===== config.mk =====
export PLATFORM = sky130hd
export DESIGN_NAME = dffrs_pipe
export DESIGN_NICKNAME = d
export VERILOG_FILES = /design/src/rtl/dffrs_pipe.sv
export SDC_FILE = /design/constraint.sdc
export NUM_CORES = 1
export LEC_CHECK = 0
export CAP_MARGIN = 20
export CORE_MARGIN = 5
export CORE_UTILIZATION = 42
export CTS_CLUSTER_SIZE = 10
export DETAILED_ROUTE_END_ITERATION = 7
export HOLD_SLACK_MARGIN = 0.02
export PLACE_DENSITY = 0.67
export SYNTH_ARGS = -nofsm -noshare
export SYNTH_HDL_FRONTEND = slang
export SYNTH_SLANG_ARGS = --single-unit

===== constraint.sdc =====
create_clock -name clk -period 3 [get_ports clk]
set_clock_uncertainty 0.05 [all_clocks]
set_input_delay 0.9 -clock clk [delete_from_list [all_inputs] [get_ports clk]]
set_output_delay 0.9 -clock clk [all_outputs]
set_load 0.03 [all_outputs]

===== src/rtl/dffrs_pipe.sv =====
// Elastic DEPTH-stage register pipeline with async reset (R), sync set/flush (S) and valid/ready handshake.
// Define DFFRS_PIPE_OCC_EN to build the registered occupancy counter; otherwise occ is tied to zero.
module dffrs_pipe #(
  parameter int               WIDTH   = 8,
  parameter int               DEPTH   = 3,
  parameter logic [WIDTH-1:0] RST_VAL = '0,
  parameter logic [WIDTH-1:0] SET_VAL = '1
) (
  input  logic                       clk,
  input  logic                       R,
  input  logic                       S,
  input  logic                       in_valid,
  output logic                       in_ready,
  input  logic [WIDTH-1:0]           D,
  output logic                       out_valid,
  input  logic                       out_ready,
  output logic [WIDTH-1:0]           Q,
  output logic [$clog2(DEPTH+1)-1:0] occ
);

  logic [WIDTH-1:0] data_r [DEPTH];
  logic [DEPTH-1:0] valid_r;
  logic [DEPTH-1:0] adv_s;
  logic             in_fire_s;

  // Ready chain: a stage may load when it is empty or everything ahead of it moves.
  always_comb begin
    adv_s          = '0;
    adv_s[DEPTH-1] = out_ready | ~valid_r[DEPTH-1];
    for (int i = DEPTH - 2; i >= 0; i--) begin
      adv_s[i] = ~valid_r[i] | adv_s[i+1];
    end
  end

  assign in_ready  = adv_s[0] & ~S & ~R;
  assign in_fire_s = in_valid & in_ready;
  assign out_valid = valid_r[DEPTH-1] & ~S;
  assign Q         = data_r[DEPTH-1];

  // Stage registers; data only moves with a valid word so idle stages keep their contents.
  always_ff @(posedge clk or posedge R) begin
    if (R) begin
      for (int i = 0; i < DEPTH; i++) begin
        data_r[i]  <= RST_VAL;
        valid_r[i] <= 1'b0;
      end
    end else if (S) begin
      for (int i = 0; i < DEPTH; i++) begin
        data_r[i]  <= SET_VAL;
        valid_r[i] <= 1'b0;
      end
    end else begin
      if (adv_s[0]) begin
        valid_r[0] <= in_fire_s;
        if (in_fire_s) begin
          data_r[0] <= D;
        end
      end
      for (int i = 1; i < DEPTH; i++) begin
        if (adv_s[i]) begin
          valid_r[i] <= valid_r[i-1];
          if (valid_r[i-1]) begin
            data_r[i] <= data_r[i-1];
          end
        end
      end
    end
  end

`ifdef DFFRS_PIPE_OCC_EN
  localparam int OCC_W = $clog2(DEPTH + 1);

  logic             out_fire_s;
  logic [OCC_W-1:0] occ_r;

  assign out_fire_s = out_valid & out_ready;

  // Occupancy tracks handshakes at the two ends; simultaneous in/out cancel.
  always_ff @(posedge clk or posedge R) begin
    if (R) begin
      occ_r <= '0;
    end else if (S) begin
      occ_r <= '0;
    end else if (in_fire_s && !out_fire_s) begin
      occ_r <= occ_r + OCC_W'(1'b1);
    end else if (!in_fire_s && out_fire_s) begin
      occ_r <= occ_r - OCC_W'(1'b1);
    end else begin
      occ_r <= occ_r;
    end
  end

  assign occ = occ_r;
`else
  assign occ = '0;
`endif

endmodule


==> flow_summary_export.csv, run 1 <==
group,metric,value,unit
synth,synthTopCellsByArea,"dfrtp_1, a211o_1, and3_1",
floorplan,io_pins,25,
synth,synth_cell_type_count,16,
global_route,grt_pass1_wl,4010,µm
cts,cts.sinks,27,
final_layout,fin_util,52.0,%
critical_path,crit_path_end_kind,"output pin",
floorplan,row_count,19,
final_layout,final_common_cell,"dfrtp_1",
route,vias,856,
cts,clockRootBuffer,"clkbuf_4",
cts,clkTransAtPathRegs,0.14,ns
timing,finalCritPeriodShare,96.4,%
final_layout,final_cell_mix,"dfrtp_1, and3_1, a211o_1",
critical_path,arrival,1.94,ns
final_layout,area_delta_synth_final,17.1,%
final_layout,num_antenna_cells,0,
critical_path,crit_type,"in -> out",
hold_path,hold_depth,1,
synth,postSynthCellCount,110,
synth,syn_avg_cell_area,11.2,µm²
pwr,peakVddDrop,0.253,mV
synth,synth_area_leader_cell,"dfrtp_1",
critical_path,cp-start-kind,"primary input",
cts,clockBufferDepth,2,
timing,setup_tns,0,ns
route,firstDrtPassIters,4,
cts,clk_latency,0.31,ns
cts,hold_buffers,0,
cts,htreeDepth,1,
global_route,grt_usage,11.9,%
floorplan,core,2780,µm²
global_route,antenna_found_initial,0,
pwr,power_density,435,nW/µm²
route,drc,0,
global_route,grt_overflow,0,
timing,setup_viol,0,
route,drt-initial-drc-count,23,
critical_path,worstPathRequired,2.05,ns
final_layout,drive_gt1_share,8.87,%
route,postRouteAntennaNets,0,
route,drt-total-wl,2150,µm
synth,synth_top_area_share,54.7,%
cts,postCtsSetupBuffers,0,
job,cap_violations,0,
route,wl_per_cell,13.9,µm
global_route,grt_max_degree,28,
floorplan,dieArea,4120,µm²
timing,fmax,0.346,GHz
synth,ys_seq_elements,27,
timing,rsz0062_at_grt,"false",
cts,cts-resized-gates,0,
pwr,p_total,0.630,mW
global_route,grt_pass1_vias,889,
placement,place_congestion,0.764,
placement,hpwl,1600,µm
final_layout,fillerInstances,275,
cts,cts_buffers,3,
timing,fin_crit,2.89,ns
critical_path,rrSetupSlack,1.47,ns
timing,finalHoldViolCount,0,
final_layout,num-nets-final,138,
synth,netlist_area,1230,µm²
floorplan,dieWidth,64.2,µm
critical_path,path_max_fanout,3,
placement,portBuffers,22,
hold_path,hold_class,"reg -> reg",
synth,yosysSeqAreaShare,54.7,%
outcome,status,"finished, final reports clean",
synth,synth_warnings,0,
route,viasPerCell,5.52,
critical_path,worstRegToRegCells,3,
timing,drv_slew,0,
pwr,power.leakage,0.635,nW
floorplan,die_y,64.2,µm
floorplan,initial_core_util,44.4,%
cts,cts_tree,"done",
==> sequential cells by signal, indices dropped and copies added (netlist names) <==
| name | flops |
|---|---|
| Q | 8 |
| data_r | 16 |
| valid_r | 3 |
==> report_power, final <==
part	leakage, nW	switching [mW]	internal [mW]
Sequential	0.266	0.0105	0.381
Clock	0.0177	0.103	0.0498
Combinational	0.351	0.0418	0.0433
==> final cells by class <==
cell class | instances | area [µm²] | area share (%)
Timing Repair Buffer | 27 | 253 | 17.5
Inverter | 4 | 15.0 | 1.04
Sequential cell | 27 | 676 | 46.7
Clock inverter | 1 | 5.00 | 0.346
Tap cell | 31 | 38.8 | 2.68
Clock buffer | 3 | 22.5 | 1.56
Multi-Input combinational cell | 62 | 437 | 30.2
==> path summary, 6_finish.rpt <==
check                                             from                      to
worst min-delay path            data_r[20]$_DFFE_PP0P_  data_r[20]$_DFFE_PP0P_
min in group asynchronous                            R  data_r[16]$_DFFE_PP0P_
worst max register to register  valid_r[1]$_DFFE_PP0P_  data_r[11]$_DFFE_PP0P_
max in group asynchronous                            R  data_r[14]$_DFFE_PP0P_
worst min register to register  data_r[20]$_DFFE_PP0P_  data_r[20]$_DFFE_PP0P_
worst max-delay path                         out_ready                in_ready
==> routing by layer <==
metal	up-vias	part of all wire [%]	wire length [µm]	global-route usage, %
li1	422	-	-	-
met1	408	49	1040	16.7
met2	24	45	964	17.5
met3	2	5.7	122	2.63
met4	0	0.79	17	5.34
met5	-	0	0	0
==> kinds of logic after synthesis <==
logic type	count (synthesis)	synth area share, %
AND/OR/NAND/NOR	33	16.5
AO/OA/AOI/OAI	27	18.2
flip-flops	27	54.7
buffers and inverters	22	10.2
other	1	0.304
==> synth_stat cells <==
library cell,n
a211o_1,24
a21oi_1,3
and3_1,24
buf_1,1
buf_2,5
buf_4,10
clkbuf_1,2
conb_1,1
dfrtp_1,27
inv_1,4
nand2_1,3
nand2b_1,1
nand3b_1,1
nand4b_1,1
nor2b_1,2
nor3b_1,1
==> per-stage QoR <==
stage,std cells,setup slack [ns],hold slack [ns],cell area (µm²)
finish,155,0.109,0.445,1450
global route,155,0.0376,0.468,1450
CTS,155,0.115,0.452,1450
detailed placement,151,0.131,0.419,1420
global placement,151,0.148,0.412,1420
floorplan,111,0.142,0.400,1240
==> critical path: stages <==
cell and delay (ns):
clkdlybuf4s50_1 0.48, nand4b_1 0.14, nor3b_1 0.22, buf_4 0.20
(Power assumes the default switching activity.)
==> run 2: changes to the inputs <==
GPL_TIMING_DRIVEN = 0   (was not set)
RECOVER_POWER = 100   (was not set)
==> run 2 against run 1 <==
Net effect:
- combinational power increased by 7.4%
- sequential share of layout area fell by 2.5 points
- total power up 1.0%
- setup slack better by 0.018 ns
- worst hold slack gained 0.0043 ns
- largest power group unchanged
- highest routed layer unchanged
==> flow_summary_export.csv, run 2 (synthesized netlist as in run 1, its figures left out) <==
group,metric,value,unit
final_layout,fillerInstances,274,
timing,finalCritPeriodShare,95.8,%
timing,setup_viol,0,
critical_path,reg2reg_to,"Q[0]$_DFFE_PP0P_",
cts,clk_latency,0.32,ns
cts,clkTransAtPathRegs,0.14,ns
pwr,p_total,0.636,mW
global_route,grt_usage,12.0,%
critical_path,cp-start-kind,"primary input",
floorplan,row_count,19,
pwr,p_switching,0.160,mW
cts,hold_buffers,0,
floorplan,dieWidth,64.2,µm
critical_path,crit_type,"in -> out",
floorplan,die_y,64.2,µm
cts,clockRootBuffer,"clkbuf_4",
floorplan,initial_core_util,44.4,%
floorplan,io_pins,25,
final_layout,fin_cells,169,
floorplan,dieArea,4120,µm²
timing,worst_pin_slew,1.08,ns
cts,htreeDepth,1,
final_layout,num_antenna_cells,0,
global_route,grt_pass1_wl,3960,µm
job,cap_violations,0,
critical_path,path_max_fanout,3,
pwr,power_frac_seq,61.3,%
timing,finalHoldViolCount,0,
timing,setup_slack,0.127,ns
final_layout,drive_gt1_share,14.5,%
critical_path,worstPathCellList,"clkdlybuf4s50_1 > nand4b_1 > nor3b_2 > buf_4",
final_layout,final_area,1530,µm²
route,postRouteAntennaNets,0,
hold_path,min_from,"data_r[8]$_DFFE_PP0P_",
route,wl_per_cell,13.8,µm
hold_path,hold_class,"reg -> reg",
timing,fin_crit,2.87,ns
final_layout,multi_input_area,442,µm²
pwr,peakVddDrop,0.293,mV
final_layout,register_area,676,µm²
final_layout,area_delta_synth_final,23.8,%
hold_path,hold_depth,1,
route,drt-initial-drc-count,13,
cts,clockBufferDepth,2,
route,drt-total-wl,2330,µm
placement,portBuffers,21,
critical_path,worstRegToRegCells,4,
timing,max_slew_margin,27.8,%
critical_path,rrSetupSlack,1.48,ns
route,viasPerCell,5.24,
pwr,p_clk_share,24.3,%
final_layout,final_common_cell,"dfrtp_1",
pwr,p_int,0.476,mW
global_route,grt_overflow,0,
outcome,status,"finished, final reports clean",
critical_path,arrival,1.92,ns
floorplan,core,2780,µm²
critical_path,worstPathRequired,2.05,ns
critical_path,r2r-start,"valid_r[2]$_DFFE_PP0P_",
cts,cts_tree,"done",
pwr,combPwrFrac,14.4,%
hold_path,holdPathEnd,"data_r[8]$_DFFE_PP0P_",
placement,hpwl,1720,µm
pwr,power_density,416,nW/µm²
pwr,switching_share,25.1,%
cts,cts_buffers,3,
final_layout,largest_register_ffs,16,
route,drc,0,
pwr,power.leakage,0.660,nW
route,vias,886,
final_layout,regMostFlops,"data_r",
critical_path,slowest_delay,0.42,ns
critical_path,cp_slowest_cell,"clkdlybuf4s50_1",
timing,rsz0062_at_grt,"false",
final_layout,num-nets-final,152,
final_layout,final_cell_mix,"dfrtp_1, and3_1, a211o_1",
final_layout,fin_util,55.0,%
global_route,antenna_found_initial,0,
placement,place_congestion,0.706,
placement,place_area,1490,µm²
timing,fmax,0.348,GHz
global_route,grt_pass1_vias,892,
placement,dp_cells,163,
timing,drv_slew,0,
route,firstDrtPassIters,3,
critical_path,crit_path_end_kind,"output pin",
cts,cts.sinks,27,
global_route,grt_max_degree,28,
placement,place_ws,-0.541,ns
[run 2: worst max-delay path: cells and delay by family]
family	cells	cell delay [ns]
buffers and inverters	2	0.60
and+or+nand+nor	2	0.42
[run 2: worst max-delay path by stage]
stage / from / endpoint / cells after the start
3_5_place_dp: out_ready / in_ready / 5
6_report: out_ready / in_ready / 4
2_1_floorplan: out_ready / in_ready / 3
4_1_cts: out_ready / in_ready / 5
5_1_grt: out_ready / in_ready / 4
3_3_place_gp: out_ready / in_ready / 5
[run 2: final cells by class]
| type | instances | share of cell area (%) |
|---|---|---|
| Clock buffer | 3 | 1.47 |
| Clock inverter | 1 | 0.327 |
| Inverter | 4 | 0.982 |
| Tap cell | 31 | 2.54 |
| Timing Repair Buffer | 24 | 14.8 |
| Multi-Input combinational cell | 62 | 28.9 |
| Buffer | 17 | 6.79 |
| Sequential cell | 27 | 44.2 |
[run 2: power by group through the flow]
stage / sequential [mW] / combinational, mW / clock, mW
5_1_grt: 0.392 / 0.100 / 0.185
6_report: 0.390 / 0.0914 / 0.155
3_3_place_gp: 0.396 / 0.0917 / 0
3_5_place_dp: 0.397 / 0.0940 / 0
2_1_floorplan: 0.394 / 0.0616 / 0
4_1_cts: 0.390 / 0.0944 / 0.165
[run 2: per-stage QoR]
step | setup TNS [ns] | hold slack (ns)
detailed placement | -0.541 | 0.419
global placement | -0.534 | 0.413
global route | 0 | 0.464
CTS | 0 | 0.452
finish | 0 | 0.450
floorplan | 0 | 0.400
[run 2: per-layer routing]
| layer | routed length [µm] | up-vias | GRT usage [%] |
|---|---|---|---|
| met4 | 19 | 0 | 5.34 |
| met3 | 109 | 2 | 2.28 |
| met1 | 1090 | 419 | 15.2 |
| met2 | 1110 | 20 | 19.8 |
| li1 | - | 445 | - |
| met5 | 0 | - | 0 |
[run 2: timing repair]
| action | 4_1_cts | 5_1_grt |
|---|---|---|
| setup endpoints to repair | 1 | 1 |
| resized for setup | 10 | 0 |
| buffers inserted | 2 | 0 |
| pin swaps | 0 | 0 |
==> run 3: changes to the inputs <==
clock period = 3.3 ns   (was 3 ns; I/O delays follow)
==> run 3 against run 2 <==
Net effect:
- sequential cell count did not move
- sequential power fell by 9.2%
- cell count fell by 0.59%
- die area did not move
- total power fell by 9.1%
- setup slack got worse by 0.041 ns
- worst hold slack got worse by 0.0048 ns
- wire length rose by 0.86%
- core utilization fell by 0.27 points
- combinational power fell by 8.8%
- largest cell class unchanged
- non-clock buffer count fell by 1
==> flow_summary_export.csv, run 3 (synthesized netlist as in run 1, its figures left out) <==
group,metric,value,unit
timing,setup_viol,0,
route,vias,886,
cts,clockRootBuffer,"clkbuf_4",
cts,cts_tree,"done",
floorplan,row_count,19,
route,drt-total-wl,2350,µm
route,postRouteAntennaNets,0,
final_layout,fillerInstances,274,
global_route,busiest_layer,"met2",
critical_path,cp_slowest_cell,"clkdlybuf4s50_1",
final_layout,final_area,1520,µm²
final_layout,drive_gt1_share,13.9,%
critical_path,arrival,2.17,ns
placement,hpwl,1720,µm
pwr,peakVddDrop,0.268,mV
critical_path,slowest_delay,0.42,ns
floorplan,io_pins,25,
pwr,power.leakage,0.656,nW
placement,portBuffers,21,
placement,place_congestion,0.706,
global_route,met2_usage,19.3,%
global_route,grt_pass1_wl,3920,µm
outcome,status,"finished, final reports clean",
timing,finalHoldViolCount,0,
final_layout,fin_cells,168,
hold_path,hold_class,"reg -> reg",
route,drc,0,
global_route,grt_pass1_vias,883,
floorplan,core,2780,µm²
final_layout,final_cell_mix,"dfrtp_1, and3_1, a211o_1",
timing,max_slew_margin,27.7,%
timing,finalCritPeriodShare,97.4,%
final_layout,fin_util,54.7,%
timing,drv_slew,0,
floorplan,dieArea,4120,µm²
global_route,antenna_found_initial,0,
cts,clockBufferDepth,2,
floorplan,die_y,64.2,µm
final_layout,largest_register_ffs,16,
critical_path,cp-start-kind,"primary input",
final_layout,num-nets-final,151,
timing,fin_crit,3.21,ns
route,firstDrtPassIters,4,
floorplan,dieWidth,64.2,µm
critical_path,path_max_fanout,10,
cts,clk_latency,0.32,ns
global_route,grt_usage,11.9,%
final_layout,num_antenna_cells,0,
global_route,grt_overflow,0,
global_route,met3_usage,2.28,%
final_layout,area_delta_synth_final,23.2,%
route,wl_per_cell,14.0,µm
timing,fin_hold_ws,0.445,ns
global_route,grt_max_degree,28,
timing,rsz0062_at_grt,"false",
cts,cts_buffers,3,
timing,worst_pin_slew,1.08,ns
critical_path,crit_path_end_kind,"output pin",
job,cap_violations,0,
route,drt-initial-drc-count,12,
global_route,use_met1,15.2,%
cts,clkTransAtPathRegs,0.14,ns
critical_path,worstRegToRegCells,4,
final_layout,regMostFlops,"data_r",
timing,fmax,0.311,GHz
route,viasPerCell,5.27,
final_layout,multi_input_area,442,µm²
critical_path,crit_type,"in -> out",
final_layout,final_common_cell,"dfrtp_1",
placement,place_area,1490,µm²
cts,postCtsSetupBuffers,0,
hold_path,hold_depth,1,
cts,hold_buffers,0,
cts,htreeDepth,1,
pwr,power_density,380,nW/µm²
floorplan,initial_core_util,44.4,%
pwr,p_total,0.578,mW
placement,dp_cells,163,
final_layout,register_area,676,µm²
critical_path,worstPathCellList,"clkdlybuf4s50_1 > nand4b_1 > clkbuf_4 > nor3b_2 > buf_4",
cts,cts.sinks,27,
critical_path,worstPathRequired,2.26,ns
run 3: changes by cell type in the layout (fill, tap and decap cells not counted), sizes merged:
cell	before	now
clkbuf	8	9
buf	16	14
run 3: worst paths after layout:
kind,slack [ns],startpoint,endpoint
max in group asynchronous,0.86,R,data_r[14]$_DFFE_PP0P_
max,0.09,out_ready,in_ready
min reg2reg,0.44,data_r[8]$_DFFE_PP0P_,data_r[8]$_DFFE_PP0P_
min,0.44,data_r[8]$_DFFE_PP0P_,data_r[8]$_DFFE_PP0P_
min in group asynchronous,1.06,R,valid_r[0]$_DFFE_PP0P_
max reg2reg,1.76,valid_r[2]$_DFFE_PP0P_,Q[4]$_DFFE_PP0P_
run 3: power breakdown:
group / total, mW / leakage [nW] / switching [mW] / internal (mW)
registers: 0.354 / 0.266 / 0.00822 / 0.346
logic: 0.0834 / 0.372 / 0.0421 / 0.0413
clock network: 0.141 / 0.0177 / 0.0952 / 0.0453
total: 0.578 / 0.656 / 0.146 / 0.433
run 3: cell type report:
class	instances	share of cell area [%]
well taps	31	2.55
flip-flops and latches	27	44.4
clock inverters	1	0.329
multi-input cells	62	29.0
clock buffers	3	1.48
repair buffers	22	13.9
plain buffers	18	7.32
inverters	4	0.987
run 3: metal layers:
layer | share of wire, % | wire length [µm]
met1 | 45 | 1070
met2 | 48 | 1130
met3 | 5.6 | 131
met4 | 0.81 | 19
met5 | 0 | 0
run 3: what timing repair did:
action	in CTS	in global routing
setup endpoints to repair	1	1
endpoints found under the hold margin	0	0
pin swaps	0	0
resized for setup	6	3
run 3: metrics by stage:
step           setup WS (ns)  TNS, ns
5_1_grt               0.0370        0
4_1_cts               0.0393        0
3_5_place_dp          -0.421   -0.421
3_3_place_gp          -0.414   -0.414
6_report              0.0865        0
2_1_floorplan          0.262        0
run 3: critical path, delay by kind of cell:
family	cells	cell delay, ns
buffers and inverters	3	0.82
and+or+nand+nor	2	0.38
